[src/rtl/clahe_cdf_calc_if.sv]
// rtl/clahe_cdf_calc_if.sv - CDF port of the banked tile RAM (histogram read / mapping write)
interface clahe_cdf_calc_if #(
  parameter int TILE_NUM_BITS = 6
);
  logic [TILE_NUM_BITS-1:0] cdf_tile_idx;
  logic [7:0]               cdf_addr;
  logic                     cdf_rd_en;
  logic [15:0]              cdf_rd_data;
  logic                     cdf_wr_en;
  logic [7:0]               cdf_wr_data;

  modport master (
    output cdf_tile_idx, cdf_addr, cdf_rd_en, cdf_wr_en, cdf_wr_data,
    input  cdf_rd_data
  );

  modport slave (
    input  cdf_tile_idx, cdf_addr, cdf_rd_en, cdf_wr_en, cdf_wr_data,
    output cdf_rd_data
  );
endinterface

[src/rtl/clahe_cdf_calc.sv]
// rtl/clahe_cdf_calc.sv - clip-limited, redistributed, normalised CDF builder for CLAHE tiles
module clahe_cdf_calc #(
  parameter int TILE_NUM_BITS = 6,
  parameter int SCALE_MUL     = 1161,
  parameter int SCALE_SHIFT   = 16
) (
  input  logic             pclk,
  input  logic             rst,
  input  logic             cdf_start,
  input  logic [15:0]      clip_limit,
  output logic             cdf_busy,
  output logic             cdf_done,
  clahe_cdf_calc_if.master cdf
);
  typedef enum logic [2:0] {IDLE, SCAN, EXCESS, MAP, NEXT, DONE} state_t;

  localparam logic [TILE_NUM_BITS-1:0] LAST_TILE = '1;

  state_t                   state, state_nxt;
  logic [8:0]               cnt;
  logic [TILE_NUM_BITS-1:0] tile;
  logic [15:0]              clip;
  logic [15:0]              incr;
  logic [23:0]              excess;
  logic [24:0]              cum;

  logic [15:0]              over;
  logic [15:0]              clipped;
  logic [16:0]              c;
  logic [24:0]              cum_next;
  logic [40:0]              prod;
  logic [40:0]              scaled;
  logic [7:0]               norm;

  always_ff @(posedge pclk or posedge rst) begin
    if (rst) state <= IDLE;
    else     state <= state_nxt;
  end

  always_comb begin
    state_nxt = state;
    case (state)
      IDLE:    if (cdf_start) state_nxt = SCAN;
      SCAN:    if (cnt == 9'd256) state_nxt = EXCESS;
      EXCESS:  state_nxt = MAP;
      MAP:     if (cnt == 9'd511) state_nxt = NEXT;
      NEXT:    state_nxt = (tile == LAST_TILE) ? DONE : SCAN;
      DONE:    state_nxt = IDLE;
      default: state_nxt = IDLE;
    endcase
  end

  // Bin arithmetic; rd_data belongs to the bin addressed in the previous cycle.
  always_comb begin
    over     = (cdf.cdf_rd_data > clip) ? (cdf.cdf_rd_data - clip) : 16'd0;
    clipped  = (cdf.cdf_rd_data < clip) ? cdf.cdf_rd_data : clip;
    c        = {1'b0, clipped} + {1'b0, incr};
    cum_next = cum + {8'd0, c};
    prod     = {16'd0, cum_next} * 41'(SCALE_MUL);
    scaled   = prod >> SCALE_SHIFT;
    norm     = (scaled > 41'd255) ? 8'hff : scaled[7:0];
  end

  always_ff @(posedge pclk or posedge rst) begin
    if (rst) begin
      cnt    <= '0;
      tile   <= '0;
      clip   <= '0;
      incr   <= '0;
      excess <= '0;
      cum    <= '0;
    end else begin
      case (state)
        IDLE: begin
          cnt <= '0;
          if (cdf_start) begin
            clip   <= clip_limit;
            tile   <= '0;
            excess <= '0;
          end
        end
        SCAN: begin
          cnt <= (cnt == 9'd256) ? 9'd0 : cnt + 9'd1;
          if (cnt != 9'd0) excess <= excess + {8'd0, over};
        end
        EXCESS: begin
          incr <= excess[23:8];
          cum  <= '0;
          cnt  <= '0;
        end
        MAP: begin
          cnt <= cnt + 9'd1;
          if (cnt[0]) cum <= cum_next;
        end
        NEXT: begin
          excess <= '0;
          cnt    <= '0;
          if (tile != LAST_TILE) tile <= tile + 1'b1;
        end
        DONE: tile <= '0;
        default: cnt <= '0;
      endcase
    end
  end

  // MAP alternates read (even cnt) and write (odd cnt) of the same bin.
  always_comb begin
    cdf_busy         = (state != IDLE) && (state != DONE);
    cdf_done         = (state == DONE);
    cdf.cdf_tile_idx = tile;
    cdf.cdf_rd_en    = ((state == SCAN) && !cnt[8]) || ((state == MAP) && !cnt[0]);
    cdf.cdf_wr_en    = (state == MAP) && cnt[0];
    cdf.cdf_addr     = 8'd0;
    if (state == SCAN)     cdf.cdf_addr = cnt[7:0];
    else if (state == MAP) cdf.cdf_addr = cnt[8:1];
    cdf.cdf_wr_data  = cdf.cdf_wr_en ? norm : 8'd0;
  end
endmodule

[src/flat_wrapper.sv]
// flat-port wrapper written by rule: the top's interface ports become plain ports
module clahe_cdf_calc_flat 
#(
  parameter int TILE_NUM_BITS = 6,
  parameter int SCALE_MUL     = 1161,
  parameter int SCALE_SHIFT   = 16
)
  (pclk, rst, cdf_start, clip_limit, cdf_busy, cdf_done, cdf_cdf_tile_idx, cdf_cdf_addr, cdf_cdf_rd_en, cdf_cdf_wr_en, cdf_cdf_wr_data, cdf_cdf_rd_data);
  clahe_cdf_calc_if #(.TILE_NUM_BITS(TILE_NUM_BITS)) cdf_i ();
  input  logic pclk;
  input  logic rst;
  input  logic cdf_start;
  input  logic [15:0] clip_limit;
  output logic cdf_busy;
  output logic cdf_done;
  output wire logic [$bits(cdf_i.cdf_tile_idx)-1:0] cdf_cdf_tile_idx;
  output wire logic [$bits(cdf_i.cdf_addr)-1:0] cdf_cdf_addr;
  output wire logic [$bits(cdf_i.cdf_rd_en)-1:0] cdf_cdf_rd_en;
  output wire logic [$bits(cdf_i.cdf_wr_en)-1:0] cdf_cdf_wr_en;
  output wire logic [$bits(cdf_i.cdf_wr_data)-1:0] cdf_cdf_wr_data;
  input wire logic [$bits(cdf_i.cdf_rd_data)-1:0] cdf_cdf_rd_data;
  assign cdf_cdf_tile_idx = cdf_i.cdf_tile_idx;
  assign cdf_cdf_addr = cdf_i.cdf_addr;
  assign cdf_cdf_rd_en = cdf_i.cdf_rd_en;
  assign cdf_cdf_wr_en = cdf_i.cdf_wr_en;
  assign cdf_cdf_wr_data = cdf_i.cdf_wr_data;
  assign cdf_i.cdf_rd_data = cdf_cdf_rd_data;
  clahe_cdf_calc #(.TILE_NUM_BITS(TILE_NUM_BITS), .SCALE_MUL(SCALE_MUL), .SCALE_SHIFT(SCALE_SHIFT)) u_core (.pclk(pclk), .rst(rst), .cdf_start(cdf_start), .clip_limit(clip_limit), .cdf_busy(cdf_busy), .cdf_done(cdf_done), .cdf(cdf_i));
endmodule
[config.mk]
export PLATFORM = sky130hd
export DESIGN_NAME = clahe_cdf_calc_flat
export DESIGN_NICKNAME = d
export VERILOG_FILES = /design/src/rtl/clahe_cdf_calc_if.sv /design/src/rtl/clahe_cdf_calc.sv /design/src/flat_wrapper.sv
export SDC_FILE = /design/constraint.sdc
export NUM_CORES = 1
export LEC_CHECK = 0
export CORE_ASPECT_RATIO = 1.4
export CORE_MARGIN = 1.5
export CORE_UTILIZATION = 50
export CTS_BUF_LIST = sky130_fd_sc_hd__clkbuf_16
export CTS_CLUSTER_DIAMETER = 30
export CTS_CLUSTER_SIZE = 12
export DETAILED_ROUTE_END_ITERATION = 6
export GPL_ROUTABILITY_DRIVEN = 0
export PLACE_DENSITY = 0.79
export SLEW_MARGIN = 10
export SYNTH_ARGS = -nofsm -noshare
export SYNTH_HDL_FRONTEND = slang
export SYNTH_SLANG_ARGS = --single-unit
[constraint.sdc]
create_clock -name pclk -period 20.1 [get_ports pclk]
set_input_delay 4.02 -clock pclk [delete_from_list [all_inputs] [get_ports pclk]]
set_output_delay 4.02 -clock pclk [all_outputs]
set_load 0.02 [all_outputs]
# After elaboration in Yosys (flattened, before gate mapping)
# Cells that the tools add are included.
[totals] out_inout_bits=26 ff_bits=99 wordCells=72
[classes] add_sub_neg=6 n_eq_ne=16 muxes=21 n_reduce_logical=18 mul=1 n_lt_le_gt_ge=3
[ops] cell="$pmux 24 s3" count=1
[ops] cell="$pmux 25 s2" count=1
[ops] cell="$mux 24" count=2
[ops] cell="$mul 25x11->36 const B" count=1
[ops] cell="$mux 16" count=2
[ops] cell="$mux 8" count=4
[ops] cell="$pmux 9 s3" count=1
[ops] cell="$add 25x17->25" count=1
[ops] cell="$mux 25" count=1
[ops] cell="$add 24x16->24" count=1
[ops] cell="$gt 20x8->1 const B" count=1
[ops] cell="$eq 9x9->1 const B" count=2
[ops] cell="$pmux 6 s3" count=1
[ops] cell="$add 16x16->17" count=1
[ops] cell="$gt 16x16->1" count=1
[ops] cell="$lt 16x16->1" count=1
[ops] cell="$sub 16x16->16" count=1
[ops] cell="$pmux 3 s5" count=1
[ops] cell="$mux 3" count=4
[ops] cell="$mux 6" count=2
[ops] cell="$ne 2x1->1 const B" count=5
[ops] cell="$add 9x1->9 const B" count=1
[ops] cell="$mux 9" count=1
[ops] cell="$reduce_and 3->1" count=3
[ops] cell="16 further kinds" count=25

# Longest topological paths before layout
[depth] ltp_word=8 mapped_depth=42 ltp_nobuf=40

# Least setup slack after synthesis
# OpenSTA, ideal clock, no wires.
[synth_timing] path_type="input to output" startpoint="input port cdf_cdf_rd_data[0]" endpoint="output port cdf_cdf_wr_data[0]" arrival_ps=12547 stages=40 setup_slack_ps=3533 t_required_ps=16080 n_path_buf=1 path_cell_list="inv_1 ha_1 inv_1 fa_1 a21o_1 a21oi_1 o21bai_1 a21oi_1 o211a_1 o31ai_1 a21oi_2 clkbuf_1 nand2_1 o21ai_0 fa_1 ha_1 fa_1 a21o_1 [4 not listed] a21oi_1 xor2_1 inv_1 ha_1 fa_1 ha_1 xor2_1 ha_1 ha_1 a21o_1 a21o_1 a21oi_2 o21a_2 a21oi_2 o21a_1 or3_4 a2111oi_4 a21oi_1"
[synth_via] elab_chain_len=8
[synth_lines] element="start, declared" line="flat_wrapper.sv:21" text="input wire logic [$bits(cdf_i.cdf_rd_data)-1:0] cdf_cdf_rd_data;"
[synth_lines] element="$lt 16x16->1" line="clahe_cdf_calc.sv:56" text="clipped = (cdf.cdf_rd_data < clip) ? cdf.cdf_rd_data : clip;"
[synth_lines] element="$mux 16 *" line="clahe_cdf_calc.sv:56"
[synth_lines] element="$add 16x16->17 *" line="clahe_cdf_calc.sv:57" text="c = {1'b0, clipped} + {1'b0, incr};"
[synth_lines] element="$add 25x17->25 *" line="clahe_cdf_calc.sv:58" text="cum_next = cum + {8'd0, c};"
[synth_lines] element="$mul 25x11->36 *" line="clahe_cdf_calc.sv:59" text="prod = {16'd0, cum_next} * 41'(SCALE_MUL);"
[synth_lines] element="$gt 20x8->1" line="clahe_cdf_calc.sv:61" text="norm = (scaled > 41'd255) ? 8'hff : scaled[7:0];"
[synth_lines] element="$mux 8 *" line="clahe_cdf_calc.sv:61"
[synth_lines] element="$mux 8 *" line="clahe_cdf_calc.sv:116" text="cdf.cdf_wr_data = cdf.cdf_wr_en ? norm : 8'd0;"
[synth_lines] element="end, declared" line="flat_wrapper.sv:20" text="output wire logic [$bits(cdf_i.cdf_wr_data)-1:0] cdf_cdf_wr_data;"
# Mark *: on every way between the ends. The rest lies on a longest branch, timed or not.

# Worst setup path in the final report
[layout_timing] startpoint="input port cdf_cdf_rd_data[0]" endpoint="output port cdf_cdf_wr_data[6]"
# Same word-level chain as after synthesis.

==> metrics <==
status=complete, no violations; WHS=0.507 ns; Util after Layout=56.9%; max cap viols=0; unrepaired setup endpoints after global routing=no; relative slew slack=22.7%; TNS Setup=0 ns; fmax=53.6 MHz; DR vias/cell=5.82; H-Tree Depth=3; Fill cells=1,783; initial core utilization=51.3%; mapped cell area=0.0106 mm2; clk_lat worst skew=0.35 ns; total CTS buffers=9; final cell count without fillers=1,535; CTS Root Buffer Type=clkbuf_16; crit-path max FO=18; area of the multi-input gates=0.00759 mm2; Seq/Total Area, Yosys=23.3%; most frequent cells in the layout=ha_1 (164), inv_1 (115), nand2_1 (111); CP endpoint kind=output pin; cell depth of the worst flop-to-flop path=22; Crit Path Category=primary input to output pin; Routed Antenna Nets=0; Final Cycle Share=92.8%; CP max stage delay=0.64 ns; Setup Skew=0.00921 ns; Avg Cell Area, Syn=8.64 um2; Die W=126 um; Worst EP arrival=14.63 ns; DR pass1 iterations=5; gr usage total=23.0%; register area=0.00248 mm2; row count=62; Reg clk slew, reported paths=0.06 ns; crit path max-delay cell type=a21oi_2; DRC=0; DPL Wire Length=19,700 um; first-pass GRT wire length=41,600 um; vias in the first global route=9,022; Inst Count DP=1,519; Reg2Reg Setup Slack=13.92 ns; Worst Path Required=16.08 ns; Bufs on Longest Clock Path=2; Final setup viols=0; mean routed wirelength per cell=16.2 um; final wirelength=24,800 um; Post-CTS Resized=0; Layout area overhead=10.9%; Max Slew Vio Count=0; GRT Residual Overflow=0; WHS Path Cells=1; most frequent CP cell=ha_1; met2 usage=42.9%; clock tree sinks=99; Synth async-reset ratio=100%; ant diodes=0; worst slew pin tran=1.16 ns; Post-Synthesis Cells=1,231; first-iteration detailed-routing DRC count=442; Die ar.=0.0222 mm2; Die Y-Extent=176 um; Hold-fix buffers, CTS=0; Most used DFF post-synth=dfrtp_1; commonest non-fill, non-tap cell in the layout=ha_1; gr busiest metal=met2; Post-CTS Setup Bufs=0; EDFF count, synth=0; layout cells sized above 1=5.16%; crit start category=primary input; Final #Nets=1,513; core area=0.0207 mm2; Min-Delay Path Class=flip-flop to flip-flop; Fin. Hold Viols=0; num ports=61; Syn Nets=1,470; M1 GR Usage=26.1%; initial antenna violation count=0; min Tclk post-route=18.65 ns; DR vias=8,930; Port Buffers=60; register bit total from synthesis=99; CTS tree=built; largest net degree at the start of global routing=82; Netlist cell types=70; Synthesis Warnings=0; GR Util met3=2.74%
registers in the layout, summed over array words and instances (netlist names):
name                     flops
u_core.cnt                   9
u_core.excess               24
u_core.incr                 16
u_core.state                 3
u_core.cdf.cdf_tile_idx      6
u_core.clip                 16
u_core.cum                  25
worst paths after layout:
check	startpoint	endpoint
min in group asynchronous	rst	u_core.cnt[5]
min reg2reg	u_core.cum[24]	u_core.cum[24]
min	u_core.cum[24]	u_core.cum[24]
max	cdf_cdf_rd_data[0]	cdf_cdf_wr_data[6]
max reg2reg	u_core.clip[0]	u_core.excess[18]
max in group asynchronous	rst	u_core.excess[1]
worst max-delay path, delay by kind of cell:
family,cells,cell delay [ns]
adders and majority gates,10,3.53
AOI/OAI and AO/OA,22,4.64
buffers and inverters,5,1.27
xor gates and xnor gates,2,0.69
and+or+nand+nor,2,0.47
area by class of cell:
class / instances / area share [%]
repair buffers: 67 / 5.54
flip-flops and latches: 99 / 21.0
multi-input cells: 982 / 64.4
clock buffers: 9 / 1.91
clock inverters: 7 / 0.711
inverters: 115 / 3.68
well taps: 256 / 2.72
per-stage QoR:
step,setup WS [ns],area (um2)
CTS,1.56,11800
global placement,1.92,11500
detailed placement,1.66,11500
global route,0.852,11800
floorplan,3.53,10600
finish,1.45,11800
routing by layer:
layer,vias up,part of all wire [%]
li1,4425,-
met1,4221,41
met2,218,52
met3,66,3.6
met4,0,4.0
met5,-,0
Yosys cell counts (3+ instances only):
cell type	instances	area [um2]
o21ai_0	85	425
a21oi_1	80	400
and2_1	6	37.5
xnor2_1	39	342
a22o_1	4	35.0
xor2_1	35	307
nor3_1	13	65.1
mux2i_1	15	150
or3_1	4	25.0
nand4_1	14	87.6
buf_2	5	25.0
a41o_1	5	50.1
a211oi_1	10	75.1
inv_1	115	432
ha_1	164	2050
nor2_1	84	315
a21boi_0	5	37.5
clkbuf_1	28	105
nor2b_1	4	25.0
nand2_1	111	417
nand3_1	48	240
o31ai_1	6	45.0
nor4_1	8	50.1
fa_1	40	801
and3_1	21	131
nand2b_1	16	100
or2_2	3	18.8
dfrtp_1	99	2480
mux2_2	20	225
a31oi_1	12	75.1
a21oi_2	8	70.1
a21o_1	36	270
o21ai_1	13	65.1
o21bai_1	10	75.1
o211ai_1	5	37.5
a211o_1	3	26.3
o221ai_1	3	26.3
o211a_1	5	50.1
o21a_1	12	90.1
cell families after synthesis:
| kind of cell | share of synthesized area [%] |
|---|---|
| xor+xnor | 6.40 |
| compound gates | 19.5 |
| simple gates | 15.1 |
| fa+ha+maj | 26.8 |
| flops | 23.3 |
| buf+inv | 5.35 |
| mux | 3.53 |
Power is not shown: default switching activity piles up to over one toggle a cycle in this logic, so the estimate is an artifact.
